### config.mk
export PLATFORM = sky130hd
export DESIGN_NAME = alu_pipe_mc
export DESIGN_NICKNAME = d
export VERILOG_FILES = /design/src/rtl/alu_pipe_mc.sv
export SDC_FILE = /design/constraint.sdc
export NUM_CORES = 1
export LEC_CHECK = 0
export BUFFER_PORTS_ARGS = -buffer_cell sky130_fd_sc_hd__buf_4
export CAP_MARGIN = 20
export CORE_ASPECT_RATIO = 1.4
export CORE_MARGIN = 3
export CORE_UTILIZATION = 68
export DETAILED_ROUTE_END_ITERATION = 10
export GPL_TIMING_DRIVEN = 0
export HOLD_SLACK_MARGIN = 0.05
export MAX_ROUTING_LAYER = met4
export PLACE_DENSITY_LB_ADDON = 0.25
export SLEW_MARGIN = 0
export SYNTH_ARGS = -nofsm -noshare
export SYNTH_HDL_FRONTEND = slang
export SYNTH_SLANG_ARGS = --single-unit
### constraint.sdc
create_clock -name clk -period 9 [get_ports clk]
set_input_delay 1.35 -clock clk [delete_from_list [all_inputs] [get_ports clk]]
set_output_delay 1.35 -clock clk [all_outputs]
set_load 0.02 [all_outputs]
### src/rtl/alu_pipe_mc.sv
// Registered-output ALU with valid/ready handshakes and a multicycle shift-add multiplier.
// Optional {N,Z,C,V} flags port is built only when ALU_FLAGS_EN is defined.
module alu_pipe_mc #(
    parameter int BITWIDTH = 16
) (
    input  logic                clk,
    input  logic                rst,
    input  logic                abort,
    input  logic                in_valid,
    output logic                in_ready,
    input  logic [BITWIDTH-1:0] Data_InA,
    input  logic [BITWIDTH-1:0] Data_InB,
    input  logic [3:0]          Opcode,
    output logic                out_valid,
    input  logic                out_ready,
    output logic [BITWIDTH-1:0] Data_OutC
`ifdef ALU_FLAGS_EN
    ,
    output logic [3:0]          Flags
`endif
);
    localparam int SHW = $clog2(BITWIDTH);

    typedef enum logic [1:0] {S_IDLE, S_MUL, S_DONE} state_t;

    state_t                  state, state_nxt;
    logic [SHW-1:0]          cnt;
    logic [2*BITWIDTH-1:0]   acc, a_sh;
    logic [BITWIDTH-1:0]     b_sh;
    logic                    mul_hi;
    logic                    accept, is_mul;
    logic [SHW-1:0]          shamt;
    logic [BITWIDTH-1:0]     alu_res, mul_res;

    assign in_ready = (state == S_IDLE) && (!out_valid || out_ready) && !abort;
    assign accept   = in_valid && in_ready;
    assign is_mul   = (Opcode == 4'h9) || (Opcode == 4'hA);
    assign shamt    = Data_InB[SHW-1:0];
    assign mul_res  = mul_hi ? acc[2*BITWIDTH-1:BITWIDTH] : acc[BITWIDTH-1:0];

    always_comb begin
        alu_res = '0;
        case (Opcode)
            4'h0: alu_res = Data_InA + Data_InB;
            4'h1: alu_res = Data_InA - Data_InB;
            4'h2: alu_res = Data_InA & Data_InB;
            4'h3: alu_res = Data_InA | Data_InB;
            4'h4: alu_res = Data_InA ^ Data_InB;
            4'h5: alu_res = ~Data_InA;
            4'h6: alu_res = Data_InA << shamt;
            4'h7: alu_res = Data_InA >> shamt;
            4'h8: alu_res = $unsigned($signed(Data_InA) >>> shamt);
            4'hB: alu_res = {{(BITWIDTH-1){1'b0}}, $signed(Data_InA) < $signed(Data_InB)};
            4'hC: alu_res = {{(BITWIDTH-1){1'b0}}, Data_InA < Data_InB};
            4'hD: alu_res = {{(BITWIDTH-1){1'b0}}, Data_InA == Data_InB};
            4'hE: alu_res = Data_InA;
            4'hF: alu_res = Data_InB;
            default: alu_res = '0;
        endcase
    end

    always_comb begin
        state_nxt = state;
        if (abort) begin
            state_nxt = S_IDLE;
        end else begin
            case (state)
                S_IDLE: if (accept && is_mul) state_nxt = S_MUL;
                S_MUL:  if (cnt == '0) state_nxt = S_DONE;
                S_DONE: state_nxt = S_IDLE;
                default: state_nxt = S_IDLE;
            endcase
        end
    end

    always_ff @(posedge clk or posedge rst) begin
        if (rst) begin
            state     <= S_IDLE;
            out_valid <= 1'b0;
            Data_OutC <= '0;
            cnt       <= '0;
            acc       <= '0;
            a_sh      <= '0;
            b_sh      <= '0;
            mul_hi    <= 1'b0;
        end else begin
            state <= state_nxt;
            if (abort) begin
                out_valid <= 1'b0;
                cnt       <= '0;
            end else if (accept && is_mul) begin
                // accept implies any held result is consumed this edge
                a_sh      <= {{BITWIDTH{1'b0}}, Data_InA};
                b_sh      <= Data_InB;
                acc       <= '0;
                mul_hi    <= (Opcode == 4'hA);
                cnt       <= SHW'(BITWIDTH - 1);
                out_valid <= 1'b0;
            end else if (accept) begin
                Data_OutC <= alu_res;
                out_valid <= 1'b1;
            end else if (state == S_MUL) begin
                acc  <= acc + (b_sh[0] ? a_sh : '0);
                a_sh <= a_sh << 1;
                b_sh <= b_sh >> 1;
                if (cnt != '0) cnt <= cnt - SHW'(1);
            end else if (state == S_DONE) begin
                Data_OutC <= mul_res;
                out_valid <= 1'b1;
            end else if (out_ready) begin
                out_valid <= 1'b0;
            end
        end
    end

`ifdef ALU_FLAGS_EN
    localparam logic [BITWIDTH-1:0] MSB_BIT = {1'b1, {(BITWIDTH-1){1'b0}}};
    localparam logic [BITWIDTH-1:0] LSB_BIT = {{(BITWIDTH-1){1'b0}}, 1'b1};

    logic flag_c, flag_v;

    // Shift carry is the last bit shifted out; ASR and SHR agree since shamt <= BITWIDTH-1.
    always_comb begin
        flag_c = 1'b0;
        flag_v = 1'b0;
        case (Opcode)
            4'h0: begin
                flag_c = alu_res < Data_InA;
                flag_v = (Data_InA[BITWIDTH-1] == Data_InB[BITWIDTH-1]) &&
                         (alu_res[BITWIDTH-1] != Data_InA[BITWIDTH-1]);
            end
            4'h1: begin
                flag_c = Data_InA < Data_InB;
                flag_v = (Data_InA[BITWIDTH-1] != Data_InB[BITWIDTH-1]) &&
                         (alu_res[BITWIDTH-1] != Data_InA[BITWIDTH-1]);
            end
            4'h6: flag_c = (shamt != '0) &&
                           (((Data_InA << (shamt - SHW'(1))) & MSB_BIT) != '0);
            4'h7, 4'h8: flag_c = (shamt != '0) &&
                           (((Data_InA >> (shamt - SHW'(1))) & LSB_BIT) != '0);
            default: ;
        endcase
    end

    always_ff @(posedge clk or posedge rst) begin
        if (rst) begin
            Flags <= '0;
        end else if (!abort) begin
            if (accept && !is_mul)
                Flags <= {alu_res[BITWIDTH-1], alu_res == '0, flag_c, flag_v};
            else if (state == S_DONE)
                Flags <= {mul_res[BITWIDTH-1], mul_res == '0,
                          acc[2*BITWIDTH-1:BITWIDTH] != '0, 1'b0};
        end
    end
`endif

endmodule

# Word-level counts from Yosys, hierarchy flattened
# Cells that the tools add are included.
# word_totals
elab_cells	100
out_inout_bits	18
register_bits	104
in_bits	41
# op_classes
addsub	4
bitwise_logic	6
shifts	3
mux	30
n_eq_ne	24
n_reduce_logical	23
magnitude_cmp	2
# op_table
operator	n
two-way mux 32 bit	7
one-hot mux 16 bit (14 select lines)	1
two-way mux 16 bit	7
adder 32 bit	1
== test 4 bit (second input constant)	8
< comparator 16 bit	2
two-way mux 4 bit	5
adder 16 bit	1
AND 16 bit	1
== test 16 bit	1
== test 4 x 3 -> 1 bit (second input constant)	4
NOT 16 bit	1
OR 16 bit	1
left shift 16 x 4 -> 16 bit	1
>> shifter 16 x 4 -> 16 bit	1
>>> shifter 16 x 4 -> 16 bit	1
subtractor 16 bit	1
bitwise XOR 16 bit	1
== test 4 x 2 -> 1 bit (second input constant)	2
zero test 4 bit	2
two-way mux 1 bit	6
two-way mux 2 bit	3
inequality test 3 x 2 -> 1 bit (second input constant)	2
AND reduction 2 bit	3
20 further kinds	29

# Longest topological paths before layout
# depth
depth_word	9
mapped_depth	14
mapped_depth_nobuf	13

# Worst setup path before layout
# Ideal clock, no wire load.
# synth_timing
path_kind	in2reg
startpoint	input Data_InB[1]
endpoint	register Data_OutC[13]
arrival_ps	4092
path_buffers	2
setup_ps	132
path_stages	13
required_ps	8868
slack_ps	4776
path_cell_list	buf_2 > clkinv_1 > buf_1 > ha_1 > a211oi_1 > o21ai_1 > a211o_1 > a2111oi_2 > o31a_1 > a21oi_1 > a211o_1 > a21oi_1 > o21ai_1
# synth_via
elab_chain_len	3
# synth_rtl
element	line_no	text
start, declared	12	input logic [BITWIDTH-1:0] Data_InB,
subtractor 16 bit, or another cell as far along	45	4'h1: alu_res = Data_InA - Data_InB;
one-hot mux 16 bit (14 select lines) *	43	case (Opcode)
two-way mux 16 bit *	99	end else if (accept) begin
end signal, assigned	100	Data_OutC <= alu_res;
end signal, assigned	108	Data_OutC <= mul_res;
end, declared	16	output logic [BITWIDTH-1:0] Data_OutC
# Every way passes the cells marked *; elsewhere a longest branch is shown, timed or not.
# A chain may end at the register's enable or synchronous reset.

# Worst setup path after layout
# Same ends and word-level chain as after synthesis.

==> qor_table.md <==
| Group | Quantity | Reported |
|:---|:---|:---|
| synth | EDFF count, synth | 0 |
| synth | Yosys top cell area share | 0.246 |
| worst setup path | Cell count of the worst reg-to-reg path | 12 |
| min path | Instance count along the most critical hold path | 1 |
| clock tree | Clock root buffer | sky130_fd_sc_hd__clkbuf_16 |
| placed design | PortBufs | 56 |
| clock tree | H-Tree Level Count | 3 |
| placed design | Pre-CTS setup slack | 3.79 ns |
| sta | Slew HR | 0.349 |
| synth | Synth top cells by count | 183 x sky130_fd_sc_hd__nand2_1, 129 x sky130_fd_sc_hd__nor2_1, 104 x sky130_fd_sc_hd__dfrtp_1 |
| final layout | Synthesis-to-finish area growth | 9.27% |
| min path | Endpoint, Worst Hold | acc[31]$_DFFE_PP0P_ |
| placed design | Number of placed instances, taps included | 1,633 |
| synth | Cell taking the most area after synthesis | sky130_fd_sc_hd__dfrtp_1 |
| global route | Grt total ovfl | 0 |
| clock tree | Post-CTS Hold Buffers | 0 |
| sta | Tightest Pin Transition | 0.971 ns |
| synth | Top area cells in the synthesized netlist | sky130_fd_sc_hd__dfrtp_1 25%, sky130_fd_sc_hd__ha_1 10%, sky130_fd_sc_hd__nand2_1 6.5%, sky130_fd_sc_hd__nor2_1 4.6%, sky130_fd_sc_hd__a21oi_1 4.4% |
| run status | Outcome | finished, final reports clean |
| min path | Min-Delay Path Class | flip-flop to flip-flop |
| routing | Total vias in the final route | 11.8k |
| floorplan | Die height | 154 um |
| final layout | Layout cell share with drive strength beyond 1 | 0.0995 |
| synth | Total nets after synthesis | 1,515 |
| floorplan | Starting density of the core | 0.701 |
| synth | Cells after Synth | 1,384 |
| pwr | Power per unit of standard cell area | 155 nW/um^2 |
| synth | Number of synthesized register bits | 104 |
| routing | ANT nets after route | 0 |
| clock tree | Clock network latency to the later pin of the worst-skew pair | 0.36 ns |
| worst setup path | Crit Reg-Reg Startpoint | b_sh[0]$_DFFE_PP0P_ |
| pwr | Total leakage power | 5.34 nW |
| min path | Hold Crit Start | acc[31]$_DFFE_PP0P_ |
| floorplan | Std-Cell Core Area | 15,100 um^2 |
| clock tree | Post-cts resize count | 0 |
| synth | Library cells used by synthesis | 87 |
| synth | Most frequent cell after synthesis | sky130_fd_sc_hd__nand2_1 |
| routing | Number of iterations in the first detailed-routing pass | 8 |
| floorplan | Die width | 112 um |
| synth | Fraction of the yosys area taken by sequential cells | 0.246 |
| pwr | VDD IR-drop max | 159 uV |
| final layout | Layout net count | 1,583 |
| clock tree | Number of buffers added by the clock tree synthesis step | 9 |
| routing | Post-detailed-route DRC marker count | 0 |
| floorplan | IO Pins | 59 |
| worst setup path | Gate family responsible for the most delay along the worst path | compound AO/OA/AOI/OAI gates |
| placed design | Post-DP HPWL | 30,700 um |
| sta | Worst Setup Slack, final | 4.06 ns |
| floorplan | Standard-cell row count | 53 |
| worst setup path | Critical Path Max Stage Delay | 0.50 ns |
| sta | Final number of hold-violating endpoints | 0 |
| clock tree | Post-CTS setup buffer count | 0 |
| routing | WL per Instance | 24.3 um |
| routing | Via density | 7.17 |
| global route | Via count of the first global-routing pass | 11.4k |
| sta | Count of pins over their slew limit | 0 |
| worst setup path | CP Buf/Inv Count | 4 |
| global route | Total global routing track utilization | 0.475 |
| worst setup path | Critical Path, Cell by Cell | buf_4 > buf_2 > clkinv_1 > buf_1 > ha_1 > a211oi_1 > o21ai_1 > a211o_1 > a2111oi_2 > o31a_1 > a21oi_1 > a211o_1 > a21oi_1 > o21ai_1 |
| worst setup path | Required @ worst endpoint | 9.21 ns |
| worst setup path | Arrival time reported for the critical path endpoint | 5.16 ns |
| worst setup path | Minimum setup slack among reg-to-reg paths | 5.15 ns |
| clock tree | TritonCTS clock tree | built |
| final layout | Total of fill cells in the finished design | 1,134 |
| synth | Warning count from the yosys run | 0 |
| clock tree | CTS Buffer Depth | 2 |
| sta | Crit path time final | 4.94 ns |
| synth | Dominant register cell in the synthesized netlist | sky130_fd_sc_hd__dfrtp_1 |
| worst setup path | Kind of capture point of the worst setup path | flip-flop |
| worst setup path | Worst Path Class, Setup | input pin to flip-flop |
| worst setup path | Worst Setup Start Kind | input pin |
| worst setup path | Terminus of the critical flop-to-flop path | acc[26]$_DFFE_PP0P_ |
| sta | Final worst-path cycle share | 0.549 |
| synth | Fraction of registers with async set/reset | 1.00 |
| routing | Final wirelength | 40,100 um |
| final layout | Finished Layout Cells | 1,650 |
| sta | Layout Skew | 0.0148 ns |
| worst setup path | Maximum fanout count along the critical path | 12 |
| worst setup path | Slowest-stage cell, CP | sky130_fd_sc_hd__ha_1 |
| synth | Average cell area after synthesis | 7.66 um^2 |
| sta | F_max | 202 MHz |
| clock tree | Sink Count | 104 |
| synth | Netlist area before placement | 10,600 um^2 |
| routing | First-iteration detailed-routing DRC count | 1,578 |
| sta | Setup repair after global routing missed its margin | no |
| floorplan | Total Die Area | 17,100 um^2 |
| placed design | Final weighted congestion in routability-driven placement | 1.08 |
| clock tree | Clock transition at the registers of the reported paths | 0.08 ns |
| global route | Pin count of the biggest net entering global routing | 59 |
| sta | Final count of negative-setup-slack endpoints | 0 |
| sta | Total negative slack for setup checks | 0 ns |
| run | Max-capacitance violation count | 0 |
| global route | Initial antenna violation count | 1 |
| final layout | Final core area utilization | 0.766 |
| global route | Global-route wire length before repair | 62,700 um |
==> area by class of cell <==
| cell class | instances | area [um^2] | share of cell area |
|---|---|---|---|
| Antenna cell | 1 | 2.50 | 0.000216 |
| Buffer | 101 | 427 | 0.0368 |
| Clock buffer | 9 | 225 | 0.0194 |
| Clock inverter | 7 | 63.8 | 0.00551 |
| Inverter | 55 | 209 | 0.0180 |
| Multi-Input combinational cell | 1124 | 7360 | 0.636 |
| Sequential cell | 104 | 2600 | 0.225 |
| Tap cell | 192 | 240 | 0.0207 |
| Timing Repair Buffer | 57 | 448 | 0.0387 |
==> state kept, by name (all words and copies together), names as in the netlist <==
| signal | count |
|---|---|
| a_sh | 32 |
| acc | 32 |
| Data_OutC | 16 |
| b_sh | 16 |
| cnt | 4 |
| state | 2 |
| mul_hi | 1 |
| out_valid | 1 |
==> cell usage in the layout (no fill, tap or decap), types with 18 or more instances in the layout <==
cell type and instances:
sky130_fd_sc_hd__and2_1 38, sky130_fd_sc_hd__mux2i_1 30, sky130_fd_sc_hd__clkbuf_1 66, sky130_fd_sc_hd__o21ai_0 91, sky130_fd_sc_hd__nor3_1 35, sky130_fd_sc_hd__ha_1 87
sky130_fd_sc_hd__nand2_1 183, sky130_fd_sc_hd__a31oi_1 44, sky130_fd_sc_hd__a21o_1 27, sky130_fd_sc_hd__a211oi_1 18, sky130_fd_sc_hd__nand3_1 60, sky130_fd_sc_hd__inv_1 52
sky130_fd_sc_hd__nor2_1 129, sky130_fd_sc_hd__a21oi_1 93, sky130_fd_sc_hd__buf_2 20, sky130_fd_sc_hd__dfrtp_1 104, sky130_fd_sc_hd__buf_4 58
==> routing by layer <==
layer | global-route usage | share of wire | vias up
li1 | - | - | 5152
met1 | 0.525 | 0.33 | 5506
met2 | 0.760 | 0.46 | 884
met3 | 0.0787 | 0.10 | 282
met4 | 0.371 | 0.10 | 0
met5 | - | 0 | -
==> worst max-delay path by stage <==
| stage | slack, ns | depth (start not counted) | startpoint | end |
|---|---|---|---|---|
| after floorplan | 4.78 | 13 | Data_InB[1] | Data_OutC[13]$_DFFE_PP0P_ |
| after global placement | 3.79 | 2 | rst | a_sh[26]$_DFFE_PP0P_ |
| after detailed placement | 3.79 | 14 | Data_InB[1] | Data_OutC[13]$_DFFE_PP0P_ |
| after CTS | 4.16 | 14 | Data_InB[1] | Data_OutC[13]$_DFFE_PP0P_ |
| after global routing | 3.81 | 14 | Data_InB[1] | Data_OutC[15]$_DFFE_PP0P_ |
| final | 4.06 | 14 | Data_InB[1] | Data_OutC[13]$_DFFE_PP0P_ |
==> stage by stage <==
step,total power [mW],hold slack [ns],cell area [um^2]
2_1_floorplan,1.12,0.452,10600
3_3_place_gp,1.33,0.465,11300
3_5_place_dp,1.36,0.478,11300
4_1_cts,1.76,0.491,11600
5_1_grt,1.87,0.515,11600
6_report,1.79,0.493,11600
==> where the power goes <==
group	switching [mW]	internal (mW)
Clock	0.197	0.194
Sequential	0.0954	0.558
Combinational	0.459	0.291
Total	0.751	1.04
==> cell families (layout without fill, tap and decap cells) <==
kind of cell             after synthesis  count (layout)  share of synthesized area
AO/OA/AOI/OAI                        431             431                      0.270
XOR/XNOR                              31              31                     0.0256
adder cells (fa/ha/maj)               90              90                      0.108
buffers and inverters                156             229                     0.0597
flip-flops                           104             104                      0.246
multiplexers                          52              52                     0.0616
other                                  0               1                          0
AND/OR/NAND/NOR                      520             520                      0.230
(Power assumes the default switching activity.)
